**src/rtl/control_types.sv**
```systemverilog
// Shared control enumerations for the 5-stage core pipeline.
package control_types;

    // Occupancy of an elastic stage: no payload, main only, or main plus skid.
    typedef enum logic [1:0] {
        ST_EMPTY = 2'd0,
        ST_ONE   = 2'd1,
        ST_FULL  = 2'd2
    } stage_state_t;

endpackage : control_types

```
**src/rtl/sat_counter.sv**
```systemverilog
// Saturating up-counter used for performance monitoring.
// It stops at all-ones and never wraps back to zero.
module sat_counter #(
    parameter int W = 32
) (
    input  logic         clk,
    input  logic         rst,
    input  logic         inc,
    output logic [W-1:0] count
);

    logic [W-1:0] count_q;

    // Count up on inc until the all-ones ceiling is reached.
    always_ff @(posedge clk) begin
        if (rst) begin
            count_q <= '0;
        end else if (inc && (count_q != {W{1'b1}})) begin
            count_q <= count_q + 1'b1;
        end
    end

    assign count = count_q;

endmodule : sat_counter

```
**src/rtl/elastic_pipe_reg.sv**
```systemverilog
// Elastic inter-stage pipeline register.
// It has a valid/ready handshake and a main register plus a skid register,
// so the stage keeps full throughput under back-pressure. A flush replaces
// the contents with a bubble. A saturating counter tracks stalled cycles.
module elastic_pipe_reg #(
    parameter int               WIDTH  = 32,
    parameter logic [WIDTH-1:0] BUBBLE = '0,
    parameter int               CNT_W  = 32
) (
    input  logic             clk,
    input  logic             rst,
    input  logic             flush,
    input  logic             in_valid,
    output logic             in_ready,
    input  logic [WIDTH-1:0] in_data,
    output logic             out_valid,
    input  logic             out_ready,
    output logic [WIDTH-1:0] out_data,
    output logic [CNT_W-1:0] stall_count
);

    import control_types::*;

    stage_state_t     state_q, state_d;
    logic [WIDTH-1:0] main_q, main_d;
    logic [WIDTH-1:0] skid_q, skid_d;
    logic             in_fire;
    logic             out_fire;
    logic             stall_inc;

    // in_ready depends only on registered state, flush and rst.
    // It never depends combinationally on out_ready.
    assign in_ready  = (state_q != ST_FULL) & ~flush & ~rst;
    assign out_valid = (state_q != ST_EMPTY);
    assign out_data  = main_q;
    assign in_fire   = in_valid & in_ready;
    assign out_fire  = out_valid & out_ready;

    // Compute the next occupancy and the data moves.
    // Flush has priority and turns the stage into a bubble.
    always_comb begin
        state_d = state_q;
        main_d  = main_q;
        skid_d  = skid_q;
        if (flush) begin
            state_d = ST_EMPTY;
            main_d  = BUBBLE;
            skid_d  = BUBBLE;
        end else begin
            case (state_q)
                ST_EMPTY: begin
                    if (in_fire) begin
                        state_d = ST_ONE;
                        main_d  = in_data;
                    end
                end
                ST_ONE: begin
                    if (in_fire && out_fire) begin
                        main_d = in_data;
                    end else if (in_fire) begin
                        state_d = ST_FULL;
                        skid_d  = in_data;
                    end else if (out_fire) begin
                        state_d = ST_EMPTY;
                        main_d  = BUBBLE;
                    end
                end
                ST_FULL: begin
                    if (out_fire) begin
                        state_d = ST_ONE;
                        main_d  = skid_q;
                        skid_d  = BUBBLE;
                    end
                end
                default: begin
                    state_d = ST_EMPTY;
                    main_d  = BUBBLE;
                    skid_d  = BUBBLE;
                end
            endcase
        end
    end

    // Register the occupancy and payload storage. Reset empties the stage.
    always_ff @(posedge clk) begin
        if (rst) begin
            state_q <= ST_EMPTY;
            main_q  <= BUBBLE;
            skid_q  <= BUBBLE;
        end else begin
            state_q <= state_d;
            main_q  <= main_d;
            skid_q  <= skid_d;
        end
    end

    // A stall is a held payload that downstream refuses.
    assign stall_inc = out_valid & ~out_ready & ~rst;

    sat_counter #(
        .W(CNT_W)
    ) u_stall_cnt (
        .clk  (clk),
        .rst  (rst),
        .inc  (stall_inc),
        .count(stall_count)
    );

endmodule : elastic_pipe_reg

```
**config.mk**
```make
export PLATFORM = sky130hd
export DESIGN_NAME = elastic_pipe_reg
export DESIGN_NICKNAME = d
export VERILOG_FILES = /design/src/rtl/control_types.sv /design/src/rtl/sat_counter.sv /design/src/rtl/elastic_pipe_reg.sv
export SDC_FILE = /design/constraint.sdc
export NUM_CORES = 1
export LEC_CHECK = 0
export ABC_CLOCK_PERIOD_IN_PS = 3050
export CAP_MARGIN = 20
export CELL_PAD_IN_SITES_DETAIL_PLACEMENT = 1
export CELL_PAD_IN_SITES_GLOBAL_PLACEMENT = 2
export CORE_MARGIN = 4
export CORE_UTILIZATION = 27
export DETAILED_ROUTE_END_ITERATION = 7
export PLACE_DENSITY = 0.82
export SYNTH_ARGS = -nofsm -noshare
export SYNTH_HDL_FRONTEND = slang
export SYNTH_HIERARCHICAL = 1
export SYNTH_SLANG_ARGS = --single-unit
```
**constraint.sdc**
```tcl
create_clock -name clk -period 3.05 [get_ports clk]
set_clock_uncertainty 0.05 [all_clocks]
set_input_delay 0.7625 -clock clk [delete_from_list [all_inputs] [get_ports clk]]
set_output_delay 0.7625 -clock clk [all_outputs]
set_load 0.03 [all_outputs]
```
==> metrics.txt, run 1 <==
status=finished, final reports clean; fmax=0.356 GHz; number of routed nets with antenna violations=0; Seq/Total Area, Yosys=0.413; Netlist cell types=50; Worst setup SP type=input port; die area=0.0198 mm²; Data arrival, critical path=2.00 ns; Crit Path Max Fanout=4; number of global-route vias before repair=4904; number of inserted diodes=0; Mean Syn Cell Area=8.60 µm²; RSZ-0062 raised after global routing=no; Most Crowded Layer GR=met2; CP required=2.24 ns; Final Non-Filler Cells=862; antenna violations before repair=0; Min Hold Slack=0.440 ns; Worst-Margin Slew=0.722 ns; relative slew slack=0.515; crit-path most repeated cell=buf_4; slowest stage delay, CP=0.47 ns; Worst setup EP type=output port; period utilization=0.921; Initial Utilization=0.275; Die W=141 µm; residual overflow from global routing=0; H-tree Lvls=3; Mapped Area=0.00475 mm²; post-DR vias/cell=5.39; CTS root buf=clkbuf_16; Initial DRC Count=215; DRT Pass-1 Iters=4; share of post-route cells with drive strength above 1=0.0848; VDD IR max=0.253 mV; first-pass GRT wire length=25.8 mm; routed len/inst=18.1 µm; Hold Path Class=reg2reg; top_reg_cell synth=dfxtp_1; clock period minus worst slack=2.81 ns; Port Buffers=102; placed cell count=847; Residual DRC=0; area delta synth->final=32.7%; M1 GR Usage=0.198; Resized cells post-CTS=0; clk slew on worst S/H paths=0.07 ns; crit-path leading delay family=buffers and inverters; WP buf/inv=3; Post-synth ARST share=0; crit path cell chain=clkdlybuf4s50_1 -> buf_4 -> or2_2 -> nor2_1 -> buf_4; DP HPWL=10.4 mm; final wirelength=15.6 mm; GRT Overall Usage=0.158; Mapped Cells=553; TritonCTS buffer count=9; core area=0.0173 mm²; final layout net count=671; YS warnings=6; setup_tns=0 ns; #FFs+latches synth=98; largest net degree at the start of global routing=67; clk_lat worst skew=0.34 ns; Post-CTS Hold Buffers=0; via count=4645; Max Cap Viol=0; post-CTS setup buffer count=0; number of flops mapped to enable cells by yosys=0; Slowest-stage cell, CP=clkdlybuf4s50_1; Clock Sinks=98; die span in y=141 µm; TritonCTS clock tree=built; r2r setup slk=0.61 ns; Lkg Pwr=1.97 nW; Final Hold Vio Count=0; Syn Nets=591; maximum clock path buffer count=2; PwrDens=446 mW/mm²; crit path kind=in2out; IO Pins=103; met3 usage=0.0322; # setup viols final=0; Final Slew Violations=0; GR Util met2=0.276; cell row count=48; final weighted congestion in routability-driven placement=0.781
per-stage QoR:
stage	area (µm²)	setup slack [ns]	util	total power, W
floorplan	4770	0.0554	-	0.00151
global placement	6000	0.0428	0.347	0.00163
detailed placement	6000	0.00743	0.347	0.00164
CTS	6310	0.203	0.365	0.00286
global route	6310	0.164	0.365	0.00294
finish	6310	0.242	0.365	0.00282
power by group:
| group | internal [W] | switching (W) | total (W) | leakage [nW] |
|---|---|---|---|---|
| Combinational | 0.000128 | 0.000180 | 0.000308 | 1.02 |
| Sequential | 0.00129 | 0.00000818 | 0.00130 | 0.791 |
| Clock | 0.000702 | 0.000506 | 0.00121 | 0.151 |
| Total | 0.00212 | 0.000694 | 0.00282 | 1.97 |
placed cells by master, fill, tap and decap left out, drive strengths merged, types with 4 or more instances in the layout:
master          n
a21oi          26
and4            4
inv             4
nor4            5
xnor2           6
o31ai          12
a22oi          32
and3            4
clkbuf         12
nand4          10
or4            12
nor2b           4
nor3b           4
o22ai          33
mux2i          33
clkdlybuf4s50  99
buf            22
nor2           81
or3            11
nand3          14
o21ai           9
a32oi          32
nand2          43
dfxtp          98
sequential cells by signal, indices dropped and copies added, names as in the netlist:
name	count
out_data	32
skid_q	32
state_q	2
u_stall_cnt/count	32
Yosys cell counts, drive strengths merged, types with 2 or more instances:
| cell | count | share of area |
|---|---|---|
| a2111oi | 2 | 0.0037 |
| a21oi | 26 | 0.027 |
| a22oi | 32 | 0.051 |
| a32oi | 32 | 0.059 |
| and3 | 4 | 0.0063 |
| and4 | 4 | 0.0074 |
| buf | 24 | 0.031 |
| clkbuf | 28 | 0.022 |
| dfxtp | 98 | 0.41 |
| inv | 3 | 0.0024 |
| mux2 | 2 | 0.0047 |
| mux2i | 33 | 0.069 |
| nand2 | 43 | 0.034 |
| nand3 | 14 | 0.016 |
| nand4 | 10 | 0.013 |
| nor2 | 81 | 0.064 |
| nor2b | 4 | 0.0053 |
| nor3 | 3 | 0.0032 |
| nor3b | 4 | 0.0063 |
| nor4 | 5 | 0.0079 |
| o21ai | 9 | 0.0095 |
| o22ai | 33 | 0.043 |
| o31ai | 12 | 0.019 |
| or2 | 3 | 0.0039 |
| or3 | 11 | 0.016 |
| or4 | 12 | 0.019 |
| xnor2 | 6 | 0.011 |
layout make-up:
type                       instances  area, µm²
inverter                           3       11.3
timing repair buffer             121       1180
sequential                        98       1960
multi-input combinational        400       2560
tap                              225        282
fill                            1996      11000
clock buffer                      12        267
clock inverter                     3       46.3
kinds of logic (layout without fill, tap and decap cells):
kind of cell | Yosys count | in the layout | share of synthesized area
compound gates | 153 | 153 | 0.230
xor+xnor | 7 | 7 | 0.0129
fa+ha+maj | 1 | 1 | 0.00263
buf+inv | 55 | 139 | 0.0550
flops | 98 | 98 | 0.413
mux | 35 | 35 | 0.0742
simple gates | 204 | 204 | 0.213
final timing paths:
kind / start / to / cells past startpoint
setup / recovery: rst / in_ready / 5
hold / removal: out_data[10] / out_data[10] / 2
hold reg to reg: out_data[10] / out_data[10] / 2
setup reg to reg: u_stall_cnt/count[13] / u_stall_cnt/count[21] / 6
tightest hold or removal path: stages (launching register included):
cell     delay (ns)
dfxtp_1        0.33
a32oi_1        0.06
nor2_1         0.07
per-layer routing:
layer / wire [µm] / vias up / share of wire
met3: 574 / 15 / 0.037
li1: - / 2231 / -
met4: 195 / 0 / 0.012
met5: 0 / - / 0
met1: 7160 / 2320 / 0.46
met2: 7710 / 79 / 0.49
Note: power is estimated with default switching activity, not from simulation.
==> run 2: changes to the inputs <==
- ABC_CLOCK_PERIOD_IN_PS: 3050 -> 2400
- CTS_CLUSTER_SIZE: not set -> 24
- SLEW_MARGIN: not set -> 20
- clock period: 3.05 -> 2.4 ns (I/O delays scaled with it)
==> metrics.txt, run 2 (synthesized netlist as in run 1, its figures left out) <==
status=finished, final reports clean (unchanged); Worst-Margin Slew=0.732 ns (was 0.722 ns); Residual DRC=0 (unchanged); Final Non-Filler Cells=892 (was 862); final layout net count=700 (was 671); largest net degree at the start of global routing=67 (unchanged); maximum clock path buffer count=2 (unchanged); GRT Overall Usage=0.159 (was 0.158); antenna violations before repair=2 (was 0); Lkg Pwr=2.13 nW (was 1.97 nW); period utilization=0.983; final wirelength=16.1 mm (was 15.6 mm); stages on the worst setup path=5 (unchanged); area delta synth->final=38.6% (was 32.7%); Final Slew Violations=0 (unchanged); die area=0.0198 mm² (unchanged); number of global-route vias before repair=5056 (was 4904); Port Buffers=102 (unchanged); fmax=0.424 GHz; footprint of the multi-input gates=0.00258 mm² (was 0.00256 mm²); residual overflow from global routing=0 (unchanged); number of routed nets with antenna violations=0 (unchanged); Post-CTS Hold Buffers=0 (unchanged); WP buf/inv=0 (was 3); final weighted congestion in routability-driven placement=0.811 (was 0.781); Register-to-Register Path Depth=5 (was 6); first-pass GRT wire length=25.8 mm (about the same); routed len/inst=18.0 µm (was 18.1 µm); Worst setup EP type=flop (was output port); crit-path leading delay family=simple AND/OR/NAND/NOR gates (was buffers and inverters); core area=0.0173 mm² (unchanged); Worst setup SP type=flop (was input port); Crit Path Max Fanout=6 (was 4); IO Pins=103 (unchanged); Die W=141 µm (unchanged); placed cell count=876 (was 847); slowest stage delay, CP=0.50 ns (was 0.47 ns); Hold Path Stages=2 (unchanged); CTS root buf=clkbuf_16 (unchanged); Hold Path Class=in2reg (was reg2reg); crit path kind=reg2reg (was in2out); crit path cell chain=nand2_1 -> or3b_1 -> or3_4 -> or4_1 -> a21oi_1 (was clkdlybuf4s50_1 -> buf_4 -> or2_2 -> nor2_1 -> buf_4); TritonCTS buffer count=9 (unchanged); Clock Sinks=98 (unchanged); RSZ-0062 raised after global routing=no (unchanged); TritonCTS clock tree=built (unchanged); DP HPWL=10.9 mm (was 10.4 mm); clk_lat worst skew=0.35 ns (was 0.34 ns); clk slew on worst S/H paths=0.07 ns (about the same); cell row count=48 (unchanged); # setup viols final=0 (unchanged); post-CTS setup buffer count=0 (unchanged); Data arrival, critical path=2.58 ns (was 2.00 ns); number of inserted diodes=0 (unchanged); VDD IR max=0.312 mV (was 0.253 mV); die span in y=141 µm (unchanged); H-tree Lvls=3 (unchanged); Initial Utilization=0.275 (unchanged); clock period minus worst slack=2.36 ns; Fillers=2010 (was 1996); Min Hold Slack=0.439 ns (was 0.440 ns); Max Cap Viol=0 (unchanged); commonest non-fill, non-tap cell in the layout=clkdlybuf4s50_1 (unchanged); CP required=2.62 ns (was 2.24 ns); PwrDens=558 mW/mm² (was 446 mW/mm²); DRT Pass-1 Iters=4 (unchanged); total power draw=0.00368 W (was 0.00282 W); via count=4811 (was 4645); r2r setup slk=0.04 ns (was 0.61 ns); Slowest-stage cell, CP=or3b_1 (was clkdlybuf4s50_1); share of post-route cells with drive strength above 1=0.135 (was 0.0848); post-DR vias/cell=5.39 (about the same); leading cell types in the layout, fill and taps excluded=clkdlybuf4s50_1, dfxtp_1, nor2_1 (unchanged); relative slew slack=0.512 (was 0.515); Initial DRC Count=264 (was 215); Final Hold Vio Count=0 (unchanged); Reg area=0.00197 mm² (was 0.00196 mm²)
run 2: changes by cell type in the layout (fill, tap and decap cells not counted), moves of 2 or more:
cell / delta
buf_12: +2
buf_4: +26
clkbuf_8: -3
dfxtp_1: -3
dfxtp_2: +3
inv_6: +2
run 2: layout make-up:
cell class | count | area share
inverter | 3 | 0.00171
timing repair buffer | 150 | 0.216
multi-input combinational | 400 | 0.392
tap | 225 | 0.0427
clock inverter | 7 | 0.0150
sequential | 98 | 0.298
clock buffer | 9 | 0.0342
run 2: path summary, 6_finish.rpt:
path | start | to
setup / recovery | u_stall_cnt/count[19] | u_stall_cnt/count[30]
hold / removal | out_ready | state_q[1]
setup reg to reg | u_stall_cnt/count[19] | u_stall_cnt/count[30]
hold reg to reg | out_data[29] | out_data[29]
run 2: through the flow:
| stage | setup TNS (ns) | utilization | worst slack, ns | instance area (µm²) |
|---|---|---|---|---|
| final | 0 | 0.381 | 0.0416 | 6590 |
| after global routing | 0 | 0.381 | 0.00447 | 6590 |
| after CTS | 0 | 0.381 | 0.0289 | 6590 |
| after detailed placement | -17.30 | 0.362 | -0.383 | 6260 |
| after global placement | -14.18 | 0.362 | -0.319 | 6260 |
| after floorplan | -0.786 | - | -0.188 | 4840 |
run 2: report_power, final:
part	leakage, nW	switching, W	internal [W]
combinational	1.18	0.000232	0.000170
clock	0.157	0.000700	0.000925
sequential	0.793	0.0000107	0.00164
run 2: routing by layer:
| layer | GRT usage | up-vias | wire, µm |
|---|---|---|---|
| met4 | 0.0388 | 4 | 189 |
| met5 | 0 | - | 21 |
| met3 | 0.0400 | 18 | 803 |
| met1 | 0.198 | 2386 | 7290 |
| li1 | - | 2304 | - |
| met2 | 0.274 | 99 | 7780 |
run 2: what timing repair did:
item,4_1_cts,5_1_grt
hold endpoints to repair,0,0
resized for setup,2,1
pin swaps,0,0
endpoints found under the setup margin,2,1
==> run 3: changes to the inputs <==
- GPL_TIMING_DRIVEN: not set -> 0
==> metrics.txt, run 3 (synthesized netlist as in run 1, its figures left out) <==
Data arrival, critical path=2.53 ns (was 2.58 ns); first-pass GRT wire length=26.9 mm (was 25.8 mm); GR Util met2=0.286 (was 0.274); maximum clock path buffer count=2 (unchanged); Residual DRC=0 (unchanged); Comb power frac=0.116 (was 0.109); period utilization=0.970 (was 0.983); die span in y=141 µm (unchanged); Hold Path Class=reg2reg (was in2reg); Clk pwr share=0.431 (was 0.442); # setup viols final=0 (unchanged); Int Power=0.00270 W (was 0.00274 W); antenna violations before repair=0 (was 2); clock period minus worst slack=2.33 ns (was 2.36 ns); number of global-route vias before repair=5100 (was 5056); placed cell count=880 (was 876); RSZ-0062 raised after global routing=yes (was no); Post-CTS Hold Buffers=0 (unchanged); area delta synth->final=39.1% (was 38.6%); status=finished, final reports clean (unchanged); Final Non-Filler Cells=904 (was 892); GRT Overall Usage=0.165 (was 0.159); core area=0.0173 mm² (unchanged); Lkg Pwr=2.12 nW (was 2.13 nW); sw power=0.000937 W (was 0.000943 W); IO Pins=103 (unchanged); VDD IR max=0.317 mV (was 0.312 mV); cell row count=48 (unchanged); Die W=141 µm (unchanged); Sw Share=0.257 (was 0.256); TritonCTS buffer count=9 (unchanged); Post-DP Area=0.00615 mm² (was 0.00626 mm²); Crit Path Max Fanout=6 (unchanged); met3 usage=0.0387 (was 0.0400); PwrDens=551 mW/mm² (was 558 mW/mm²); commonest non-fill, non-tap cell in the layout=clkdlybuf4s50_1 (unchanged); Initial DRC Count=254 (was 264); clk_lat worst skew=0.35 ns (about the same); Final Slew Violations=0 (unchanged); Clock Sinks=98 (unchanged); DP HPWL=12.1 mm (was 10.9 mm); Worst-Margin Slew=0.750 ns (was 0.732 ns); Most Crowded Layer GR=met2 (unchanged); routed len/inst=18.1 µm (was 18.0 µm); Max Cap Viol=0 (unchanged); fmax=0.430 GHz (was 0.424 GHz); relative slew slack=0.500 (was 0.512); post-DR vias/cell=5.35 (was 5.39); H-tree Lvls=3 (unchanged); clk slew on worst S/H paths=0.07 ns (about the same); final layout net count=712 (was 700); Worst setup SP type=flop (unchanged); number of routed nets with antenna violations=0 (unchanged); TritonCTS clock tree=built (unchanged); leading cell types in the layout, fill and taps excluded=clkdlybuf4s50_1, dfxtp_1, nor2_1 (unchanged); number of inserted diodes=0 (unchanged); M1 GR Usage=0.203 (was 0.198); share of post-route cells with drive strength above 1=0.131 (was 0.135); Initial Utilization=0.275 (unchanged); residual overflow from global routing=0 (unchanged); final wirelength=16.4 mm (was 16.1 mm); crit path kind=reg2reg (unchanged); CP required=2.60 ns (was 2.62 ns); Port Buffers=102 (unchanged); CTS root buf=clkbuf_16 (unchanged); via count=4836 (was 4811); share of power burned in registers=0.453 (was 0.449); Min Hold Slack=0.442 ns (was 0.439 ns); Final Hold Vio Count=0 (unchanged); final weighted congestion in routability-driven placement=0.807 (was 0.811); die area=0.0198 mm² (unchanged); DRT Pass-1 Iters=4 (unchanged); largest net degree at the start of global routing=19 (was 67); Worst setup EP type=flop (unchanged); Final Cell Area=0.00661 mm² (was 0.00659 mm²)
run 3: changes by cell type in the layout (fill, tap and decap cells not counted), sizes merged:
cell           before  now
dlygate4sd2         1    2
bufinv              2    1
buf                51   39
clkdlybuf4s50      98   97
inv                 6    5
clkbuf              9   35
run 3: timing repair:
item / 4_1_cts / 5_1_grt
endpoints found under the setup margin: 59 / 23
setup buffers: 6 / 8
pin swaps: 6 / 6
resized for setup: 36 / 19
endpoints found under the hold margin: 0 / 0
run 3: final cells by class:
class                      instances  area [µm²]
sequential                        98        1980
clock inverter                     5        68.8
clock buffer                      11         253
multi-input combinational        400        2620
timing repair buffer             115        1110
fill                            1994       10700
buffer                            47         287
tap                              225         282
inverter                           3        11.3
run 3: metal layers:
metal | share of wire | up-vias
met3 | 0.042 | 18
li1 | - | 2316
met2 | 0.50 | 99
met4 | 0.012 | 0
met5 | 0 | -
met1 | 0.44 | 2403
run 3: path summary, 6_finish.rpt:
kind                start                     to  slack, ns  cells past startpoint
max            state_q[1]  u_stall_cnt/count[31]       0.07                     11
min          out_data[29]           out_data[29]       0.44                      2
max reg2reg    state_q[1]  u_stall_cnt/count[31]       0.07                     11
min reg2reg  out_data[29]           out_data[29]       0.44                      2
run 3: critical path: stages (launching register included):
cell     delay, ns
dfxtp_2       0.32
buf_6         0.09
buf_12        0.08
or2_4         0.10
nor3b_4       0.24
nand4_1       0.16
buf_4         0.18
nor4_4        0.12
buf_4         0.18
nand4_1       0.11
nor4_2        0.23
mux2_2        0.37
run 3: power groups by stage:
stage	logic, W	registers, W	clock network, W
floorplan	0.000207	0.00172	0
global placement	0.000405	0.00169	0
detailed placement	0.000416	0.00169	0
CTS	0.000422	0.00165	0.00162
global route	0.000456	0.00165	0.00170
finish	0.000421	0.00165	0.00157
run 3: through the flow:
stage / setup TNS (ns) / setup WS (ns) / util / power (W)
finish: 0 / 0.0719 / 0.382 / 0.00364
global route: -0.267 / -0.103 / 0.382 / 0.00381
CTS: -0.140 / -0.103 / 0.377 / 0.00369
detailed placement: -46.11 / -1.49 / 0.355 / 0.00211
global placement: -41.71 / -1.46 / 0.355 / 0.00210
floorplan: -0.786 / -0.188 / - / 0.00192
